==> src/rtl/fma_write_buffer.sv <==
// fma_write_buffer: packs three consecutive FMA result vectors into one
// "a b c per FMA" memory line and queues finished lines in a show-ahead FIFO
// that the memory block drains through its write-buffer read interface.
//
// Ports:
//   clk_in, rst_in           clock, synchronous active-high reset
//   fma_result_in            FMA_COUNT result words, word 0 in the MSBs
//   fma_result_valid_in      result vector valid this cycle
//   flush_in                 push the partially packed line, zero-padded
//   read_req_in              memory consumes the head line this cycle
//   write_buffer_read_out    head line (0 when empty)
//   write_buffer_valid_out   FIFO non-empty
//   fma_ready_out            next valid beat will be accepted
//   count_out                lines currently queued
//   overflow_out             sticky: a completed or flushed line was dropped
module fma_write_buffer #(
  parameter int unsigned FMA_COUNT  = 2,
  parameter int unsigned WORD_WIDTH = 16,
  parameter int unsigned LINE_WIDTH = 96,
  parameter int unsigned DEPTH      = 4
) (
  input  logic                             clk_in,
  input  logic                             rst_in,
  input  logic [FMA_COUNT*WORD_WIDTH-1:0]  fma_result_in,
  input  logic                             fma_result_valid_in,
  input  logic                             flush_in,
  input  logic                             read_req_in,
  output logic [LINE_WIDTH-1:0]            write_buffer_read_out,
  output logic                             write_buffer_valid_out,
  output logic                             fma_ready_out,
  output logic [$clog2(DEPTH+1)-1:0]       count_out,
  output logic                             overflow_out
);

  localparam int unsigned VEC_W = FMA_COUNT * WORD_WIDTH;
  localparam int unsigned PTR_W = $clog2(DEPTH);
  localparam int unsigned CNT_W = $clog2(DEPTH + 1);

  logic [1:0]            beat_q, beat_d;
  logic [LINE_WIDTH-1:0] part_q, part_d;
  logic [PTR_W-1:0]      head_q, head_d;
  logic [PTR_W-1:0]      tail_q, tail_d;
  logic [CNT_W-1:0]      count_q, count_d;
  logic                  ovf_q, ovf_d;
  logic [LINE_WIDTH-1:0] mem_q [DEPTH];

  logic                  empty, full, pop, push, push_ok;
  logic [LINE_WIDTH-1:0] line_w, push_line;

  assign empty         = (count_q == '0);
  assign full          = (count_q == CNT_W'(DEPTH));
  assign pop           = read_req_in && !empty;
  assign fma_ready_out = !(full && (beat_q == 2'd2) && !read_req_in);

  // Partial line with the incoming beat dropped into slots 3*i+beat.
  always_comb begin
    line_w = part_q;
    for (int i = 0; i < FMA_COUNT; i++) begin
      line_w[LINE_WIDTH-1-(3*i+int'(beat_q))*WORD_WIDTH -: WORD_WIDTH] =
        fma_result_in[VEC_W-1-i*WORD_WIDTH -: WORD_WIDTH];
    end
  end

  // Packer and flush decisions, push/pop bookkeeping.
  always_comb begin
    beat_d    = beat_q;
    part_d    = part_q;
    ovf_d     = ovf_q;
    push      = 1'b0;
    push_line = line_w;
    head_d    = head_q;
    tail_d    = tail_q;
    count_d   = count_q;

    if (fma_result_valid_in) begin
      if (beat_q == 2'd2) begin
        if (fma_ready_out) begin
          push   = 1'b1;
          beat_d = 2'd0;
          part_d = '0;
        end else begin
          // Completing beat refused; producer may retry unless a flush clears.
          ovf_d = 1'b1;
          if (flush_in) begin
            beat_d = 2'd0;
            part_d = '0;
          end
        end
      end else if (flush_in) begin
        push   = 1'b1;
        beat_d = 2'd0;
        part_d = '0;
      end else begin
        part_d = line_w;
        beat_d = beat_q + 2'd1;
      end
    end else if (flush_in && (beat_q != 2'd0)) begin
      push      = 1'b1;
      push_line = part_q;
      beat_d    = 2'd0;
      part_d    = '0;
    end

    // A pop in the same cycle frees the slot even when full.
    push_ok = push && (!full || pop);
    if (push && !push_ok) ovf_d = 1'b1;

    if (push_ok) tail_d = tail_q + PTR_W'(1);
    if (pop)     head_d = head_q + PTR_W'(1);
    if (push_ok && !pop)      count_d = count_q + CNT_W'(1);
    else if (!push_ok && pop) count_d = count_q - CNT_W'(1);
  end

  // State registers.
  always_ff @(posedge clk_in) begin
    if (rst_in) begin
      beat_q  <= 2'd0;
      part_q  <= '0;
      head_q  <= '0;
      tail_q  <= '0;
      count_q <= '0;
      ovf_q   <= 1'b0;
    end else begin
      beat_q  <= beat_d;
      part_q  <= part_d;
      head_q  <= head_d;
      tail_q  <= tail_d;
      count_q <= count_d;
      ovf_q   <= ovf_d;
    end
  end

  // Line storage; contents are only observed while counted as valid.
  always_ff @(posedge clk_in) begin
    if (!rst_in && push_ok) mem_q[tail_q] <= push_line;
  end

  always_comb begin
    write_buffer_read_out = '0;
    if (!empty) write_buffer_read_out = mem_q[head_q];
  end

  assign write_buffer_valid_out = !empty;
  assign count_out              = count_q;
  assign overflow_out           = ovf_q;

endmodule

==> config.mk <==
export PLATFORM = sky130hd
export DESIGN_NAME = fma_write_buffer
export DESIGN_NICKNAME = d
export VERILOG_FILES = /design/src/rtl/fma_write_buffer.sv
export SDC_FILE = /design/constraint.sdc
export NUM_CORES = 1
export LEC_CHECK = 0
export ABC_AREA = 1
export BUFFER_PORTS_ARGS = -buffer_cell sky130_fd_sc_hd__clkbuf_2
export CAP_MARGIN = 20
export CORE_UTILIZATION = 37
export DETAILED_ROUTE_END_ITERATION = 6
export SETUP_SLACK_MARGIN = 0.15
export SLEW_MARGIN = 40
export SYNTH_ARGS = -nofsm -noshare
export SYNTH_HDL_FRONTEND = slang
export SYNTH_SLANG_ARGS = --single-unit
==> constraint.sdc <==
create_clock -name clk_in -period 9 [get_ports clk_in]
set_clock_uncertainty 0.05 [all_clocks]
set_input_delay 0.45 -clock clk_in [delete_from_list [all_inputs] [get_ports clk_in]]
set_output_delay 0.45 -clock clk_in [all_outputs]
set_load 0.02 [all_outputs]
==> summary.txt <==
Status
  – Status: finished, final reports clean

Power
  – VDD IR max: 0.215 mV
  – Clock power frac: 0.335
  – Sequential share of power: 0.385
  – Comb pwr share: 0.280
  – Psw: 2.37 mW
  – Switching Share: 0.351
  – Pwr Density: 266 nW/um^2
  – P_leak: 9.38 nW
  – Internal power: 4.38 mW

Routing
  – WL final: 68000 um
  – Drt pass-1 iters: 6
  – Iteration-0 DRC Markers: 1997
  – DRT antenna net count: 0
  – Vias: 18100
  – Vias per cell: 5.45
  – Routed WL per cell: 20.4 um
  – Drc violations: 0

Clock network
  – Clock latency on the worst-skew pair: 600 ps
  – Clk pin slew, worst setup/hold paths: 60 ps
  – Post-CTS Resized: 0
  – TritonCTS clock tree: yes
  – Deepest clock path buffer count: 3
  – Clock sinks: 492
  – Total CTS buffers: 52
  – Post-CTS setup buffers: 0
  – Root Driver: clkbuf_16
  – H-tree lvl count: 2
  – Post-cts hold buffer count: 0

Timing
  – Final worst path period share: 0.510
  – Worst slew margin relative to its limit: 0.406
  – Final slew viol count: 0
  – Final hold violations: 0
  – Final setup fails: 0
  – Fin Setup TNS: 0 ps
  – WHS: 157 ps
  – RSZ-0062 raised after global routing: false
  – Worst slew pin tran: 891 ps
  – Fmax: 0.218 GHz
  – Min cycle time layout: 4590 ps

Global route
  – Largest net degree at the start of global routing: 115
  – Global-route wire length before repair: 101000 um
  – Vias in the first global route: 16800
  – Initial antenna violation count: 0
  – GRT overflow: 0
  – GRT Total Usage: 0.218

Layout
  – Area of the multi-input gates: 7800 um^2
  – Fill cells: 5744
  – Finished Core Util: 0.427
  – Layout cell share with drive strength beyond 1: 0.108
  – Nets@finish: 2564
  – Seq. cell area: 13700 um^2
  – Synthesis-to-layout area growth: 13.3%
  – Ant. Diodes: 0

Synthesis
  – Post-Syn Area: 22400 um^2
  – Synth cell types: 24
  – Top post-synthesis cells by area: edfxtp_1, dfxtp_1, nand2_1, nor2_1, nand3_1
  – Yosys Warn Count: 0
  – Mean post-synth cell area: 9.06 um^2
  – Cell taking the most area after synthesis: edfxtp_1
  – Syn Inst Count: 2473
  – Yosys top cell area share: 0.514
  – Number of synthesized register bits: 492
  – Syn_nets: 2523
  – Sequential area share after synthesis: 0.611

Setup path
  – Startpoint types: flop
  – Worst Setup End Kind: flop
  – CP Data Arrival Time: 4760 ps
  – R2r setup slk: 4410 ps
  – CP Max Fanout: 101
  – CP Class: reg -> reg
  – Worst Path Required: 9160 ps
  – Reg2reg path depth: 10

Floorplanning
  – Std-Cell Rows: 89
  – Initial Util: 0.377
  – Chip height: 248 um
  – Core Area: 59500 um^2
  – DIE AREA: 61600 um^2
  – Io pins: 139
  – Die Wd: 248 um

Worst hold path
  – WHS Path Cells: 3
  – Worst min path class: in -> reg

Place
  – Port buffer count: 138
  – Final GP Congestion: 0.932
  – DP HPWL: 41800 um

Run
  – Max_cap viols: 0
## registers in the layout, summed over array words and instances, names as in the netlist, named ones only
signal,flops
tail_q,2
beat_q,2
count_out,3
head_q,2
part_q,96
mem_q,384
overflow_out,1
## metrics by stage
step / instance area, um^2 / std cells / worst slack, ps / power, mW
floorplan: 22400 / 2473 / 2770 / 3.84
global placement: 23500 / 3233 / 4280 / 4.55
detailed placement: 23600 / 3233 / 4170 / 4.57
CTS: 25400 / 3331 / 4130 / 6.83
global route: 25400 / 3331 / 4090 / 7.06
finish: 25400 / 3331 / 4410 / 6.75
## power groups by stage
stage | registers (mW) | logic [mW] | clock network, mW
floorplan | 2.65 | 1.19 | 0
global placement | 2.65 | 1.90 | 0
detailed placement | 2.65 | 1.92 | 0
CTS | 2.60 | 1.93 | 2.30
global route | 2.61 | 2.06 | 2.39
finish | 2.60 | 1.89 | 2.26
## kinds of logic after synthesis
group,Yosys count,share of synthesized area
adders and majority gates,13,0.00759
buffers and inverters,225,0.0430
AOI/OAI and AO/OA,473,0.107
DFF,492,0.611
and+or+nand+nor,1270,0.231
## worst paths after layout
kind / startpoint / to
hold / removal: read_req_in / head_q[0]
setup reg to reg: beat_q[0] / mem_q[3][29]
setup / recovery: beat_q[0] / mem_q[3][29]
hold reg to reg: head_q[1] / flop
## synth_stat cells
| library cell | n |
|---|---|
| nand2_1 | 540 |
| nor2_1 | 467 |
| edfxtp_1 | 384 |
| nand3_1 | 220 |
| o21ai_0 | 210 |
| a21oi_1 | 198 |
| dfxtp_1 | 108 |
| buf_2 | 75 |
| clkbuf_1 | 72 |
| inv_1 | 38 |
| a31oi_1 | 33 |
| nand4_1 | 33 |
| o21ai_1 | 32 |
| buf_1 | 21 |
| ha_1 | 12 |
| inv_2 | 11 |
| buf_4 | 7 |
| nand2_2 | 3 |
| nand3_2 | 2 |
| nor2_2 | 2 |
| nor2_4 | 2 |
| clkinv_1 | 1 |
| fa_1 | 1 |
| nand3_4 | 1 |
## area by class of cell
cell class,instances,share of cell area
Clock buffer,65,0.0552
Clock inverter,33,0.0161
Inverter,50,0.00774
Multi-Input combinational cell,1756,0.307
Sequential cell,492,0.540
Tap cell,773,0.0381
Timing Repair Buffer,162,0.0360
## cell usage in the layout, fill, tap and decap left out, types with 32 or more instances in the layout
cell,netlist,routed
nand4_1,33,33
nand3_1,220,219
o21ai_0,210,210
inv_1,38,37
edfxtp_1,384,384
a31oi_1,33,33
nand2_1,540,540
o21ai_1,32,32
clkbuf_2,0,137
a21oi_1,198,198
nor2_1,467,463
clkbuf_16,0,53
dfxtp_1,108,105
## layer usage
layer  track usage  vias up  wire length, um
li1              -     8567                -
met1         0.303     8744            28700
met2         0.352      720            32200
met3        0.0315      115             5360
met4        0.0640        0             1720
met5             0        -                0
## worst max-delay path, stage by stage, from the launching register on
cell and delay (ps):
dfxtp_2 320, buf_6 520, inv_1 410, ha_1 370, o21ai_1 250, nand2_1 90
nor2_1 260, nand2_1 300, nor2_4 140, buf_4 650, buf_4 770
(Power assumes the default switching activity.)
